===== config.mk =====
export PLATFORM = sky130hd
export DESIGN_NAME = bus_region_ctrl
export DESIGN_NICKNAME = d
export VERILOG_FILES = /design/src/rtl/bus_region_ctrl.sv
export SDC_FILE = /design/constraint.sdc
export NUM_CORES = 1
export LEC_CHECK = 0
export ABC_AREA = 0
export CAP_MARGIN = 20
export CORE_MARGIN = 10
export CORE_UTILIZATION = 25
export CTS_CLUSTER_DIAMETER = 30
export DETAILED_ROUTE_END_ITERATION = 10
export SETUP_SLACK_MARGIN = 0.05
export SLEW_MARGIN = 20
export SYNTH_ARGS = -nofsm -noshare
export SYNTH_HDL_FRONTEND = slang
export SYNTH_SLANG_ARGS = --single-unit

===== constraint.sdc =====
create_clock -name CLK -period 4.4 [get_ports CLK]
set_input_delay 0.88 -clock CLK [delete_from_list [all_inputs] [get_ports CLK]]
set_output_delay 0.88 -clock CLK [all_outputs]
set_load 0.05 [all_outputs]

===== src/rtl/bus_region_ctrl.sv =====
// 8088 minimum-mode bus-cycle controller: ALE address latch,
// windowed chip-select decode, per-region wait states and bus-error flag.
module bus_region_ctrl #(
  parameter int NUM_REGIONS = 4,
  parameter int ADDR_WIDTH  = 20,
  parameter logic [NUM_REGIONS*ADDR_WIDTH-1:0] BASE_ADDRS =
    {20'h01C00, 20'h0FF00, 20'h80000, 20'h00000},
  parameter logic [NUM_REGIONS*ADDR_WIDTH-1:0] ADDR_MASKS =
    {20'h0FE00, 20'h0FFF0, 20'h80000, 20'h80000},
  parameter logic [NUM_REGIONS-1:0] REGION_IS_IO = 4'b1100,
  parameter logic [NUM_REGIONS*4-1:0] WAIT_STATES =
    {4'd5, 4'd2, 4'd0, 4'd0}
) (
  input  logic                   CLK,
  input  logic                   RESET,
  input  logic                   ALE,
  input  logic                   IOM,
  input  logic                   RD,
  input  logic                   WR,
  input  logic [ADDR_WIDTH-1:0]  ADDR_IN,
  output logic [ADDR_WIDTH-1:0]  ADDR,
  output logic [NUM_REGIONS-1:0] CS,
  output logic                   READY,
  output logic                   BUS_ERR
);

  localparam logic [1:0] S_IDLE = 2'd0;
  localparam logic [1:0] S_ADDR = 2'd1;
  localparam logic [1:0] S_WAIT = 2'd2;
  localparam logic [1:0] S_DONE = 2'd3;

  logic [1:0]             r_state;
  logic [ADDR_WIDTH-1:0]  r_addr;
  logic [NUM_REGIONS-1:0] r_cs;
  logic [3:0]             r_cnt;
  logic                   r_ready;
  logic                   r_err;

  logic [NUM_REGIONS-1:0] w_dec;
  logic                   w_found;
  logic [3:0]             w_ws;
  logic                   w_strobe;

  assign w_strobe = ~RD | ~WR;

  // Lowest-index matching window wins, so CS stays one-hot or zero.
  always_comb begin
    w_dec   = '0;
    w_found = 1'b0;
    for (int r = 0; r < NUM_REGIONS; r++) begin
      if (!w_found
          && (REGION_IS_IO[r] == IOM)
          && ((ADDR_IN & ADDR_MASKS[r*ADDR_WIDTH +: ADDR_WIDTH])
              == BASE_ADDRS[r*ADDR_WIDTH +: ADDR_WIDTH])) begin
        w_dec[r] = 1'b1;
        w_found  = 1'b1;
      end
    end
  end

  always_comb begin
    w_ws = '0;
    for (int r = 0; r < NUM_REGIONS; r++) begin
      if (r_cs[r]) w_ws = w_ws | WAIT_STATES[r*4 +: 4];
    end
  end

  always_ff @(posedge CLK) begin
    if (RESET) begin
      r_state <= S_IDLE;
      r_addr  <= '0;
      r_cs    <= '0;
      r_cnt   <= '0;
      r_ready <= 1'b1;
      r_err   <= 1'b0;
    end else if (ALE) begin
      r_state <= S_ADDR;
      r_addr  <= ADDR_IN;
      r_cs    <= w_dec;
      r_cnt   <= '0;
      r_ready <= 1'b1;
      r_err   <= 1'b0;
    end else begin
      r_err <= 1'b0;
      case (r_state)
        S_IDLE: r_state <= S_IDLE;
        S_ADDR: begin
          if (w_strobe) begin
            if ((r_cs != '0) && (w_ws != 4'd0)) begin
              r_state <= S_WAIT;
              r_cnt   <= w_ws - 4'd1;
              r_ready <= 1'b0;
            end else begin
              r_state <= S_DONE;
              r_err   <= (r_cs == '0);
            end
          end
        end
        S_WAIT: begin
          if (r_cnt != 4'd0) begin
            r_cnt <= r_cnt - 4'd1;
          end else begin
            r_ready <= 1'b1;
            r_state <= S_DONE;
          end
        end
        S_DONE: begin
          if (!w_strobe) r_state <= S_IDLE;
        end
        default: r_state <= S_IDLE;
      endcase
    end
  end

  assign ADDR    = r_addr;
  assign CS      = r_cs;
  assign READY   = r_ready;
  assign BUS_ERR = r_err;

endmodule


# --- Yosys cells after proc, flatten, opt, wreduce, memory -nomap -nowiden ---
# Index checks and enable logic that the tools add are counted.
word_totals:
  regBits: 32
classes:
  reduce_logical: 24
  n_eq_ne: 13
  bitwise: 6
  n_mux: 22
  add_sub_neg: 2
op_table:
  columns: ["op", "count"]
  rows:
  - ["$logic_not A20 Y1", 1]
  - ["$eq A12 B12 Y1 const B", 1]
  - ["$mux W4", 3]
  - ["$reduce_bool A4 Y1", 3]
  - ["$mux W1", 11]
  - ["$ne A2 B2 Y1 const B", 5]
  - ["$ne A3 B3 Y1 const B", 3]
  - ["$logic_and A1 B1 Y1", 8]
  - ["$mux W2", 4]
  - ["$pmux W2 S4", 1]
  - ["$pmux W4 S2", 1]
  - ["$reduce_and A4 Y1", 2]
  - ["$eq A7 B4 Y1 const B", 1]
  - ["$reduce_and A3 Y1", 2]
  - ["$not A1 Y1", 5]
  - ["$reduce_or A5 Y1", 1]
  - ["$eq A2 B2 Y1 const B", 2]
  - ["$logic_not A4 Y1", 1]
  - ["$sub A3 B1 Y4 const B", 1]
  - ["$sub A4 B1 Y4 const B", 1]
  - ["$logic_not A1 Y1", 3]
  - ["$mux W3", 1]
  - ["$eq A2 B1 Y1 const B", 1]
  - ["$logic_not A2 Y1", 1]
  - ["other kinds (4)", 4]

# --- Longest topological paths before layout ---
# Gate-level depths: netlist of run 1.
logic_depth:
  ltp_word: 15
  ltp_mapped: 8
  depth_no_buf: 7

# --- Worst setup path before layout of run 1 ---
# OpenSTA, ideal clock, no wires.
synth_path:
  path_type: "flip-flop to flip-flop"
  start: "reg r_state[0]"
  end: "reg r_cnt[2]"
  arrival_ps: 1754
  path_buffers: 1
  slack_ps: 2545
  synth_period_minus_slack_ps: 1855
  path_stages_with_launch: 9
  cell_sequence: "dfxtp_1 > inv_1 > ha_1 > clkbuf_1 > mux2i_1 > ha_1 > nor3b_1 > a21oi_1 > o41ai_1"
synth_via:
  elab_chain_cells: 3
synth_lines:
  columns: ["item", "line_no", "source"]
  rows:
  - ["start, declared", "32", "logic [1:0] r_state;"]
  - ["start signal, assigned", "70", "r_state <= S_IDLE;"]
  - ["start signal, assigned", "77", "r_state <= S_ADDR;"]
  - ["start signal, assigned", "86", "S_IDLE: r_state <= S_IDLE;"]
  - ["$eq A2 B2 Y1 or $eq A2 B1 Y1 (tied branches)", "85", "case (r_state)"]
  - ["$ne A2 B2 Y1 (no source line) or $reduce_bool A2 Y1 (tied branches)", null, null]
  - ["$reduce_and A4 Y1 (no source line)", null, null]
  - ["end signal, assigned", "91", "r_cnt <= w_ws - 4'd1;"]
  - ["end signal, assigned", "101", "r_cnt <= r_cnt - 4'd1;"]
  - ["end, declared", "35", "logic [3:0] r_cnt;"]
# Parallel ways exist; a longest one is shown, timed or not.
# A chain may end at the register's enable or synchronous reset.

# --- Worst setup path in the final report of run 1 ---
layout_path:
  start: "reg r_cs[3] (netlist: CS[3])"
  end: "out CS[3]"
layout_lines:
  columns: ["item", "line_no", "source"]
  rows:
  - ["start, declared", "34", "logic [NUM_REGIONS-1:0] r_cs;"]
  - ["start signal, assigned", "79", "r_cs <= w_dec;"]
  - ["end, declared", "22", "output logic [NUM_REGIONS-1:0] CS,"]
# No word-level cell between the ends.

==> flow_summary_export.csv, run 1 <==
group,metric,value,unit
run_status,status,"complete, no violations",
global_route,antenna_found_initial,0,
worst_setup_path,reg2reg_depth,6,
cells_and_area,fin_nets,230,
cells_and_area,area_delta_synth_final,48.22,%
worst_setup_path,worst-endpoint-required,3.52,ns
placement,gp_congestion,0.7385,
sta,rsz0062_at_grt,"no",
cells_and_area,postLayoutCellArea,2081,sq um
worst_setup_path,critPathKind,"reg2out",
logic_synthesis,async_flop_share,0,
hold_path,hold_class,"reg2reg",
cells_and_area,utilization,0.3802,
logic_synthesis,ys_warn_count,0,
worst_setup_path,worst-path-max-fanout,8,
power,pwr-share-comb,0.220,
global_route,grt_max_degree,16,
logic_synthesis,synth_enable_flop_cells,0,
clocking,cts_inserted_buffers,5,
logic_synthesis,synth-main-ff-cell,"dfxtp_1",
drt,drtIter0Drc,62,
placement,hpwl,2.938,mm
sta,relSlewSlack,0.5232,
sta,fin_skew,0.001915,ns
drt,via_per_inst,4.509,
hold_path,hold_end,"BUS_ERR$_SDFF_PP0_",
run,maxCapViolCount,0,
drt,dr.pass1.iters,4,
power,sw_frac_of_total,0.2864,
clocking,postCtsSetupRepairBufs,0,
power,seqPwrFrac,0.450,
cells_and_area,n_antenna_cell,0,
clocking,cts_hold_buf,0,
worst_setup_path,r2r_setup_slack,2.40,ns
worst_setup_path,crit_chain,"clkdlybuf4s50_1",
die,pin_count,52,
clocking,cts_tree,"built",
sta,slew_violations,0,
worst_setup_path,critPathMaxStageDelay,0.87,ns
logic_synthesis,synth-seq-cells,32,
hold_path,holdCritStartpoint,"CS[0]$_SDFFE_PP0P_",
clocking,cts_resized,0,
power,irDropWorstVdd,0.0001736,V
global_route,grt_usage,0.08574,
clocking,path_clk_slew,0.06,ns
worst_setup_path,critPathLaunch,"CS[3]$_SDFFE_PP0P_",
global_route,grt_pass1_vias,1264,
worst_setup_path,slowest_stage,"clkdlybuf4s50_1",
logic_synthesis,syn_inst,147,
cells_and_area,drive_above_1_share,0.06468,
die,die_w,94.94,microns
drt,antenna_left,0,
worst_setup_path,end_kind,"output port",
clocking,root_buffer,"clkbuf_8",
sta,hold_viol_final,0,
sta,fin_tns_setup,0,ns
power,switchingPower,199.2,uW
sta,setup_viol,0,
worst_setup_path,worst-path-buf-inv,1,
die,core.rowCount,27,
logic_synthesis,syn_area_per_cell,9.550,sq um
global_route,grt_pass1_wl,6.196,mm
power,internal-power,496.3,uW
worst_setup_path,critPathArrivalTime,1.62,ns
power,clock_power_share,0.330,
worst_setup_path,r2r_start,"r_state[0]$_SDFFE_PP0P_",
sta,min_period,2.500,ns
clocking,clock_path_buffers,2,
placement,portBuffers,51,
logic_synthesis,ys_seq_area_frac,0.4563,
sta,fmax,0.4000,GHz
logic_synthesis,syn_area,1404,sq um
power,power.leakage,0.8176,nW
worst_setup_path,startpoint_type,"flip-flop",
drt,wire_per_inst,13.70,microns
logic_synthesis,syn_nets,177,
drt,drt-total-wl,3.740,mm
die,dieArea,9013,sq um
die,die_y,94.94,microns
power,power.density,334.3,nW/um^2
worst_setup_path,worstReg2RegEnd,"r_cnt[1]$_SDFFE_PP0P_",
placement,dpl-instance-area,1991,sq um
hold_path,hold_depth,1,
die,start_util,0.2565,
drt,num_vias,1231,
sta,fin_crit_sh,0.5681,
clocking,clk_latency,0.28,ns
logic_synthesis,netlist-cell-type-count,37,
sta,fin_worst_hold_slack,0.4506,ns
clocking,cts_htree_levels,2,
sta,tightest_slew,0.7130,ns
worst_setup_path,path_delay_family,"buffers and inverters",
clocking,clock-sinks,32,
drt,drcViolationCount,0,
die,core-area,5473,sq um
global_route,grt_overflow,0,
==> how the worst max path moves through the flow <==
| stage | endpoint | slack, ns | cells after the start |
|---|---|---|---|
| global placement | r_cnt[3]$_SDFFE_PP0P_ | 1.75 | 5 |
| detailed placement | BUS_ERR$_SDFF_PP0_ | 1.74 | 5 |
| finish | CS[3] | 1.90 | 1 |
| global route | CS[3] | 1.84 | 1 |
| floorplan | r_cnt[2]$_SDFFE_PP0P_ | 2.55 | 8 |
| CTS | CS[3] | 1.90 | 1 |
==> per-stage QoR <==
step	worst slack (ns)	power, mW	std cells
2_1_floorplan	2.545	0.4123	147
3_3_place_gp	1.748	0.4741	265
3_5_place_dp	1.739	0.4738	265
4_1_cts	1.896	0.7047	273
5_1_grt	1.837	0.7299	273
6_report	1.900	0.6955	273
==> cells in the mapped netlist (2+ instances only) <==
cell,number,share of area
a21oi_1,8,0.029
a22o_1,2,0.012
buf_2,2,0.0071
clkbuf_1,4,0.011
dfxtp_1,32,0.46
ha_1,4,0.036
inv_1,3,0.0080
inv_2,2,0.0053
mux2i_1,23,0.16
nand2_1,8,0.021
nand3_1,2,0.0071
nor2_1,27,0.072
nor3_1,2,0.0071
nor4_1,4,0.018
o211ai_1,2,0.011
==> power groups by stage <==
| stage | clock network [mW] | logic (mW) | registers, mW |
|---|---|---|---|
| global placement | 0 | 0.155 | 0.319 |
| detailed placement | 0 | 0.154 | 0.319 |
| CTS | 0.236 | 0.155 | 0.313 |
| floorplan | 0 | 0.0509 | 0.361 |
| finish | 0.229 | 0.153 | 0.313 |
| global route | 0.251 | 0.165 | 0.315 |
==> cells in the final DEF (no fill, tap or decap) <==
master            n
nor3_1            2
o311ai_0          1
nor2_1           27
mux2i_1          23
o31a_1            1
a21boi_1          1
a21oi_1           8
a2111oi_2         1
clkdlybuf4s50_1  51
o32ai_1           1
nor4_1            4
o22a_1            1
nand2b_1          1
a22o_1            2
ha_1              4
nand2_1           8
and2_1            1
nand3_1           2
o41ai_1           1
nand4_1           1
nor2b_1           1
and3_1            1
a31o_1            1
o311a_1           1
clkbuf_8          6
buf_4             2
o21ai_1           1
nor3b_1           1
or4_4             1
a221oi_4          1
clkbuf_1          2
or2_1             1
o21ai_0           1
a2111oi_0         1
dfxtp_1          32
inv_2             2
inv_1             3
o211ai_1          2
==> cell type report <==
class,count,area (sq um)
Inverter,5,18.77
Fill cell,568,3392
Clock buffer,8,90.09
Timing Repair Buffer,53,525.5
Multi-Input combinational cell,103,715.7
Tap cell,72,90.09
Sequential cell,32,640.6
==> worst register-to-register path, stage by stage, from the launching register on <==
cell       delay [ns]
dfxtp_1          0.38
inv_1            0.06
ha_1             0.41
nor2b_1          0.23
a31o_1           0.24
and2_1           0.17
a2111oi_0        0.39
==> metal layers <==
metal  track usage  vias up  routed length [microns]
met3       0.05472        2                      396
met4       0.02618        0                       17
li1              -      634                        -
met1       0.09316      552                     1597
met5             0        -                        0
met2        0.1350       43                     1729
==> registers in the layout (all words and copies together) (netlist names) <==
signal and count:
r_cnt 4, ADDR 20, r_state 2, CS 4, READY 1, BUS_ERR 1
==> cells by family (layout without fill, tap and decap cells) <==
group                      after synthesis  after routing  share of synthesized area
and+or+nand+nor                         51             51                     0.1658
DFF                                     32             32                     0.4563
AOI/OAI and AO/OA                       25             25                     0.1444
muxes                                   23             23                     0.1640
buffers and inverters                   12             66                    0.03386
adders and majority gates                4              4                    0.03565
No activity file was read; power rests on OpenSTA's default activity.
==> run 2: changes to the inputs <==
==> constraint.sdc (replaced) <==
create_clock -name CLK -period 2 [get_ports CLK]
set_input_delay 0.4 -clock CLK [delete_from_list [all_inputs] [get_ports CLK]]
set_output_delay 0.4 -clock CLK [all_outputs]
set_load 0.05 [all_outputs]
==> run 2 against run 1 <==
Sequential share of layout area is 0.37 points lower; worst setup slack worse by 1.8 ns; via count grew 1.8%; power is 120% higher; cell area up 1.2%; highest routed layer unchanged; final cell count up 1.5%; wire length grew 3.8%; clock power rose by 120%; register-to-register slack got worse by 2.1 ns.
==> flow_summary_export.csv, run 2 (synthesis gave the netlist of run 1 again) <==
group,metric,value,unit
cells_and_area,multiInputGateArea,718.2,sq um
power,total_power,1.541,mW
die,core-area,5473,sq um
clocking,clk_latency,0.28,ns
cells_and_area,fill_cells,586,
sta,min_period,1.859,ns
power,power.leakage,0.8421,nW
worst_setup_path,slowest_stage,"clkdlybuf4s50_1",
sta,fin_crit_sh,0.9295,
drt,drtIter0Drc,60,
sta,tightest_slew,0.5325,ns
global_route,grt_pass1_vias,1254,
cells_and_area,drive_above_1_share,0.1024,
sta,fin_skew,0.003672,ns
global_route,grt_pass1_wl,6.348,mm
power,clock_power_share,0.331,
clocking,clock-sinks,32,
clocking,postCtsSetupRepairBufs,0,
power,internal-power,1.097,mW
power,switchingPower,444.0,uW
drt,num_vias,1253,
die,die_y,94.94,microns
cells_and_area,fin_nets,234,
cells_and_area,largest_reg_flops,20,
power,sw_frac_of_total,0.2881,
worst_setup_path,worst-endpoint-required,1.60,ns
worst_setup_path,critPathKind,"reg2out",
global_route,antenna_found_initial,0,
worst_setup_path,crit_chain,"clkdlybuf4s50_1",
worst_setup_path,startpoint_type,"flip-flop",
die,core.rowCount,27,
sta,fin_tns_setup,0,ns
cells_and_area,area_delta_synth_final,50.00,%
global_route,grt_usage,0.09041,
clocking,root_buffer,"clkbuf_8",
clocking,cts_inserted_buffers,5,
power,pwr-share-comb,0.223,
sta,slew_violations,0,
sta,hold_viol_final,0,
worst_setup_path,worst-path-buf-inv,1,
placement,gp_congestion,0.8120,
drt,dr.pass1.iters,4,
global_route,grt_max_degree,19,
placement,portBuffers,51,
drt,wire_per_inst,14.02,microns
worst_setup_path,path_delay_family,"buffers and inverters",
cells_and_area,seqCellArea,640.6,sq um
drt,drt-total-wl,3.883,mm
run_status,status,"complete, no violations",
drt,via_per_inst,4.523,
die,die_w,94.94,microns
cells_and_area,mostFrequentLayoutCell,"clkdlybuf4s50_1",
sta,fmax,0.5379,GHz
worst_setup_path,worst-path-max-fanout,3,
power,irDropWorstVdd,0.0004156,V
drt,drcViolationCount,0,
power,seqPwrFrac,0.446,
global_route,grt_overflow,0,
clocking,clock_path_buffers,2,
worst_setup_path,critPathArrivalTime,1.46,ns
placement,hpwl,3.042,mm
worst_setup_path,critPathMaxStageDelay,0.82,ns
cells_and_area,n_antenna_cell,0,
hold_path,hold_class,"reg2reg",
cells_and_area,final_cell_mix,"clkdlybuf4s50_1, dfxtp_1, nor2_1",
sta,relSlewSlack,0.6439,
run,maxCapViolCount,0,
die,dieArea,9013,sq um
sta,rsz0062_at_grt,"no",
clocking,cts_htree_levels,2,
worst_setup_path,end_kind,"output port",
drt,antenna_left,0,
die,pin_count,52,
die,start_util,0.2565,
power,power.density,732.0,nW/um^2
clocking,path_clk_slew,0.06,ns
sta,setup_viol,0,
clocking,cts_tree,"built",
[run 2: area by class of cell]
type,instances,share of cell area
Clock buffer,8,0.04278
Inverter,5,0.008913
Multi-Input combinational cell,103,0.3411
Sequential cell,32,0.3042
Tap cell,72,0.04278
Timing Repair Buffer,57,0.2602
[run 2: final timing paths]
path / from / endpoint / slack, ns / cells past startpoint
hold reg to reg: CS[0]$_SDFFE_PP0P_ / BUS_ERR$_SDFF_PP0_ / 0.46 / 1
hold / removal: CS[0]$_SDFFE_PP0P_ / BUS_ERR$_SDFF_PP0_ / 0.46 / 1
setup reg to reg: r_cnt[0]$_SDFFE_PP0P_ / r_state[1]$_SDFFE_PP0P_ / 0.30 / 4
setup / recovery: CS[1]$_SDFFE_PP0P_ / CS[1] / 0.14 / 1
[run 2: power by group through the flow]
| stage | clock, mW | combinational [mW] | sequential [mW] |
|---|---|---|---|
| 3_3_place_gp | 0 | 0.346 | 0.702 |
| 4_1_cts | 0.525 | 0.347 | 0.689 |
| 6_report | 0.510 | 0.344 | 0.688 |
| 5_1_grt | 0.561 | 0.366 | 0.693 |
| 2_1_floorplan | 0 | 0.112 | 0.795 |
| 3_5_place_dp | 0 | 0.346 | 0.702 |
[run 2: metal layers]
metal	GRT usage	part of all wire	routed length (microns)
met3	0.05234	0.083	324
met4	0.03367	0.012	48
met1	0.1077	0.45	1734
met5	0	0	0
met2	0.1316	0.46	1775
[run 2: repair_timing]
| item | 4_1_cts | 5_1_grt |
|---|---|---|
| resized for setup | 0 | 1 |
| endpoints found under the setup margin | 0 | 1 |
| hold buffers | 0 | 0 |
| hold endpoints to repair | 0 | 0 |
[run 2: per-stage QoR]
step | std cells | setup slack, ns | hold slack [ns] | util | instance area (sq um)
after floorplan | 147 | 0.1450 | 0.4749 | - | 1404
final | 277 | 0.1410 | 0.4639 | 0.3848 | 2106
after global placement | 269 | 0.1291 | 0.4500 | 0.3679 | 2013
after CTS | 277 | 0.1263 | 0.4664 | 0.3843 | 2103
after global routing | 277 | 0.08297 | 0.4807 | 0.3848 | 2106
after detailed placement | 269 | 0.07562 | 0.4571 | 0.3679 | 2013
